--- src/rtl/wb_stage_pkg.sv ---
// ============================================================================
// Module : wb_stage_pkg
// Desc   : Shared widths, load-op encodings and WB register layout.
// Rev    : 1.0
// ============================================================================
`default_nettype none

package wb_stage_pkg;

  localparam int REG_WIDTH      = 32;
  localparam int REG_ADDR_WIDTH = 5;
  localparam int LOAD_OP_WIDTH  = 3;

  localparam logic [LOAD_OP_WIDTH-1:0] LOAD_NONE = 3'd0;
  localparam logic [LOAD_OP_WIDTH-1:0] LD_B      = 3'd1;
  localparam logic [LOAD_OP_WIDTH-1:0] LD_H      = 3'd2;
  localparam logic [LOAD_OP_WIDTH-1:0] LD_W      = 3'd3;
  localparam logic [LOAD_OP_WIDTH-1:0] LD_BU     = 3'd4;
  localparam logic [LOAD_OP_WIDTH-1:0] LD_HU     = 3'd5;

  typedef struct packed {
    logic                      valid;
    logic                      wen;
    logic [REG_ADDR_WIDTH-1:0] addr;
    logic [REG_WIDTH-1:0]      data;
    logic [LOAD_OP_WIDTH-1:0]  load_op;
    logic [1:0]                byte_off;
    logic                      llbit_we;
    logic                      llbit_value;
  } wb_reg_t;

endpackage

`default_nettype wire

--- src/rtl/wb_stage_load_extract.sv ---
// ============================================================================
// Module : load_extract
// Desc   : Little-endian byte/halfword extraction with sign/zero extension.
// Rev    : 1.0
// ============================================================================
`default_nettype none

module load_extract
  import wb_stage_pkg::*;
(
  input  logic [REG_WIDTH-1:0]     data,
  input  logic [LOAD_OP_WIDTH-1:0] load_op,
  input  logic [1:0]               byte_off,
  output logic [REG_WIDTH-1:0]     result
);

  logic [7:0]  sel_byte;
  logic [15:0] sel_half;

  always_comb begin
    sel_byte = data[7:0];
    case (byte_off)
      2'd0:    sel_byte = data[7:0];
      2'd1:    sel_byte = data[15:8];
      2'd2:    sel_byte = data[23:16];
      default: sel_byte = data[31:24];
    endcase
    // byte_off[0] is ignored for halfwords; misalignment traps before WB
    sel_half = byte_off[1] ? data[31:16] : data[15:0];
  end

  always_comb begin
    result = data;
    case (load_op)
      LD_B:    result = {{24{sel_byte[7]}}, sel_byte};
      LD_BU:   result = {24'd0, sel_byte};
      LD_H:    result = {{16{sel_half[15]}}, sel_half};
      LD_HU:   result = {16'd0, sel_half};
      default: result = data;
    endcase
  end

endmodule

`default_nettype wire

--- src/rtl/wb_stage.sv ---
// ============================================================================
// Module : wb_stage
// Desc   : MEM/WB register, load extraction, LLbit register and regfile port.
//          Optional retire counter enabled by WB_RETIRE_CNT_EN.
// Rev    : 1.0
// ============================================================================
`default_nettype none

module wb_stage
  import wb_stage_pkg::*;
(
  input  logic                      clk,
  input  logic                      rst,
  input  logic [5:0]                pause,
  input  logic                      flush,
  input  logic                      mem_valid,
  input  logic                      mem_write_en,
  input  logic [REG_ADDR_WIDTH-1:0] mem_write_addr,
  input  logic [REG_WIDTH-1:0]      mem_write_data,
  input  logic [LOAD_OP_WIDTH-1:0]  mem_load_op,
  input  logic [1:0]                mem_byte_off,
  input  logic                      mem_llbit_we,
  input  logic                      mem_llbit_value,
  output logic                      write_en,
  output logic [REG_ADDR_WIDTH-1:0] write_addr,
  output logic [REG_WIDTH-1:0]      write_data,
  output logic                      llbit
`ifdef WB_RETIRE_CNT_EN
  ,
  output logic [63:0]               retire_cnt
`endif
);

  wb_reg_t wb_d, wb_q;
  logic    llbit_d, llbit_q;
  logic    wb_hold;
  logic    wb_llbit_upd;
  logic    unused_pause;

  assign unused_pause = ^pause[3:0];

  assign wb_hold      = !flush && pause[4] && pause[5];
  assign wb_llbit_upd = wb_q.valid && wb_q.llbit_we;

  always_comb begin
    wb_d = wb_q;
    if (flush) begin
      wb_d = '0;
    end else if (pause[4] && !pause[5]) begin
      // MEM stalled but WB free: drain with exactly one bubble per cycle
      wb_d = '0;
    end else if (!pause[4]) begin
      wb_d.valid       = mem_valid;
      wb_d.wen         = mem_write_en;
      wb_d.addr        = mem_write_addr;
      wb_d.data        = mem_write_data;
      wb_d.load_op     = mem_load_op;
      wb_d.byte_off    = mem_byte_off;
      wb_d.llbit_we    = mem_llbit_we;
      wb_d.llbit_value = mem_llbit_value;
    end
  end

  always_comb begin
    llbit_d = llbit_q;
    if (flush) begin
      llbit_d = 1'b0;
    end else if (wb_llbit_upd) begin
      llbit_d = wb_q.llbit_value;
    end
  end

  always_ff @(posedge clk or negedge rst) begin
    if (!rst) begin
      wb_q    <= '0;
      llbit_q <= 1'b0;
    end else begin
      wb_q    <= wb_d;
      llbit_q <= llbit_d;
    end
  end

  load_extract u_load_extract (
    .data     (wb_q.data),
    .load_op  (wb_q.load_op),
    .byte_off (wb_q.byte_off),
    .result   (write_data)
  );

  assign write_en   = wb_q.valid && wb_q.wen && (wb_q.addr != '0);
  assign write_addr = wb_q.addr;
  // MEM must see an ll.w/sc.w sitting in WB before it lands in the register
  assign llbit      = wb_llbit_upd ? wb_q.llbit_value : llbit_q;

`ifdef WB_RETIRE_CNT_EN
  logic [63:0] retire_cnt_d, retire_cnt_q;

  always_comb begin
    retire_cnt_d = retire_cnt_q;
    if (wb_q.valid && !wb_hold) begin
      retire_cnt_d = retire_cnt_q + 64'd1;
    end
  end

  always_ff @(posedge clk or negedge rst) begin
    if (!rst) begin
      retire_cnt_q <= '0;
    end else begin
      retire_cnt_q <= retire_cnt_d;
    end
  end

  assign retire_cnt = retire_cnt_q;
`else
  logic unused_hold;
  assign unused_hold = wb_hold;
`endif

endmodule

`default_nettype wire

--- config.mk ---
export PLATFORM = sky130hd
export DESIGN_NAME = wb_stage
export DESIGN_NICKNAME = d
export VERILOG_FILES = /design/src/rtl/wb_stage_pkg.sv /design/src/rtl/wb_stage_load_extract.sv /design/src/rtl/wb_stage.sv
export SDC_FILE = /design/constraint.sdc
export NUM_CORES = 1
export LEC_CHECK = 0
export CAP_MARGIN = 10
export CORE_MARGIN = 4
export CORE_UTILIZATION = 41
export CTS_CLUSTER_DIAMETER = 60
export DETAILED_ROUTE_END_ITERATION = 6
export GPL_TIMING_DRIVEN = 1
export MAX_ROUTING_LAYER = met4
export PLACE_DENSITY = 0.75
export SLEW_MARGIN = 25
export SYNTH_ARGS = -nofsm -noshare
export SYNTH_HDL_FRONTEND = slang
export SYNTH_SLANG_ARGS = --single-unit
--- constraint.sdc ---
create_clock -name clk -period 2.4 [get_ports clk]
set_input_delay 0.72 -clock clk [delete_from_list [all_inputs] [get_ports clk]]
set_output_delay 0.72 -clock clk [all_outputs]
set_load 0.005 [all_outputs]
==> results.toml <==
[worst_setup_path]
worst-r2r-cell-count = 3
critical_path_startpoint_category = "flop"
cp_data_required_time_ns = 1.68
end_kind = "output port"
crit_path_cell_chain = "mux4_2, buf_6, or3b_4, o21ai_1, a221o_1, buf_2"
crit_slowest_cell = "mux4_2"
critPathArrivalTime_ns = 2.14
worst-path-max-fanout = 5
critPathMaxStageDelay_ns = 0.51
path_class = "flop to output port"
ff2ff_setup_slack_ns = 1.31

[die]
fp.dieArea_um2 = 7670
core_um2 = 6030
initial_core_util = 0.431
dieWidth_um = 87.6
rows = 28
io_pins = 94
fp.dieH_um = 87.6

[timing]
setup_viol_count_final = 32
maxSlewHeadroom = 0.608
max_slew.worst_pin.slew_ns = 0.588
timing.final.max_slew_violations = 0
setup_ws_ns = -0.462
setup_repair_after_global_routing_missed_its_margin = "yes"
final_hold_viol_count = 0
skew_ns = 0.000308
final.min_clock_period_ns = 2.86
layout_worst_path_cycle_share = 1.19
achievable-frequency_mhz = 349

[clock_network]
cts.reportedPaths.clkPinSlew_ns = 0.09
clock_tree.root_cell = "clkbuf_8"
tritoncts = "built"
htree_num_levels = 2
number_of_clock_buffers_inserted_by_tritoncts = 5
numClockSinks = 47
clock_path_buffers = 2
clock_insertion_delay_worst_skew_ns = 0.30

[final_layout]
multiInputGateArea_um2 = 1370
diodes = 0
area_delta_synth_final_pct = 60.3
finalInstanceArea_um2 = 4160
fillerInstances = 443
seqCellArea_um2 = 1180
final_net_count = 419
layout_common_cells = "59 x buf_4, 55 x clkdlybuf4s50_1, 46 x dfrtp_1"
drive_above_1_share = 0.436
final_util = 0.691
final_common_cell = "buf_4"

[power]
clock_power_share = 0.274
power_per_cell_area_nw_per_um2 = 451
netSwitchingFraction = 0.277
power_leakage_uw = 0.00208
pwr-share-seq = 0.455
ir_worst_vdd_uv = 318
switching_power_total_uw = 521
combinationalPowerShare = 0.271
cellInternalPower_uw = 1360

[routing]
drt_drc_violations_left = 0
ant_nets = 0
route.detailed.vias_per_inst = 5.92
routed-via-count = 2606
dr.pass1.iters = 5
routedWlPerCell_um = 19.9
detail_route.iter0.violations = 183
totalWireLength_mm = 8.78

[place]
finalWeightedCongestion = 0.879
place_hpwl_mm = 5.83
placement.cell_area_um2 = 3880
port_buffers = 89

[synthesis]
synthDominantCellAreaShare = 0.453
yosys_register_bits = 47
synth_area_leaders = "dfrtp_1 45%, a22o_1 15%, mux4_1 7.1%"
postSynthCellCount = 216
synth_area_leader_cell = "dfrtp_1"
synthesis.area_per_instance_um2 = 12.0
yosysSeqAreaShare = 0.453
synth.lib_cells_used.distinct = 38
post_synth_instance_area_um2 = 2600
yosysWarningCount = 0
syn_nets = 271

[flow_run]
cap_violations = 0

[run_status]
failed_checks = "negative setup slack"
status = "finished with violations"

[global_routing]
global_route.overflow_total = 0
pin_count_of_the_biggest_net_entering_global_routing = 48
antenna_found_initial = 0
wire_length_of_the_first_global_routing_pass_mm = 13.6
grt_use_total = 0.238
grt_pass1_vias = 2656

[worst_hold_path]
timing.hold.worst.class = "input port to asynchronous set/reset pin"
==> path summary, 6_finish.rpt <==
kind,start,to
min reg2reg,wb_q[1],wb_q[1]
max in group asynchronous,rst,wb_q[3]
max,wb_q[22],write_data[10]
min in group clk,wb_q[1],wb_q[1]
max reg2reg,wb_q[4],wb_q[4]
min,rst,wb_q[1]
==> Yosys cell counts, drive strengths merged <==
master  instances
mux2            1
a32oi           7
mux4            8
buf            14
or3             1
xor2            1
nor2            4
o21ai          10
a211o           2
a22o           46
a221o          14
o311ai          1
mux2i           1
a21oi           2
nand2b          3
nand4b          1
dfrtp          47
nand4           1
nand2           7
clkbuf         13
or3b            1
and2           10
nor4bb          1
a21o           16
o311a           1
a31oi           1
nor2b           2
==> power groups by stage <==
stage / Sequential [uW] / Combinational [uW] / Clock [uW]
finish: 855 / 509 / 515
global route: 859 / 545 / 557
CTS: 854 / 495 / 518
detailed placement: 867 / 488 / 0
global placement: 866 / 481 / 0
floorplan: 867 / 180 / 0
==> worst max-delay path, delay by kind of cell (launching register included) <==
kind / cells / cell delay, ns
buffers and inverters: 2 / 0.28
AO/OA/AOI/OAI: 2 / 0.37
AND/OR/NAND/NOR: 1 / 0.26
multiplexers: 1 / 0.51
flip-flops: 1 / 0.42
==> stage by stage <==
step	power, uW	setup TNS [ns]	setup WS, ns	cells	hold WS [ns]
floorplan	1050	0	0.0232	216	0.424
global placement	1350	-13.41	-0.452	411	0.488
detailed placement	1360	-16.52	-0.469	411	0.491
CTS	1870	-11.24	-0.420	436	0.517
global route	1960	-14.01	-0.514	440	0.527
finish	1880	-11.91	-0.462	440	0.495
==> registers in the layout (all words and copies together) (netlist names) <==
name / cells
llbit_q: 1
wb_q: 41
write_addr: 5
==> repair_timing <==
action,in CTS,in global routing
gates resized for setup,175,12
hold buffers,0,0
gates cloned,2,0
pin swaps,6,3
endpoints found under the setup margin,33,33
setup buffers,15,3
==> layer usage <==
layer	global-route usage	share of wire
met1	0.291	0.39
met3	0.0376	0.065
met4	0.0893	0.030
met2	0.397	0.52
met5	-	0
==> logic make-up after synthesis <==
family                 count (synthesis)  share of synthesized area
AO/OA/AOI/OAI                        100                      0.327
XOR/XNOR                               1                    0.00337
buffers and inverters                 27                     0.0602
flip-flops                            47                      0.453
multiplexers                          10                     0.0877
AND/OR/NAND/NOR                       31                     0.0694
==> layout make-up <==
cell class / count / share of cell area
clock inverter: 2 / 0.00391
tap: 75 / 0.0225
timing repair buffer: 166 / 0.343
clock buffer: 6 / 0.0198
multi-input combinational: 144 / 0.328
sequential: 47 / 0.283
(Power assumes the default switching activity.)
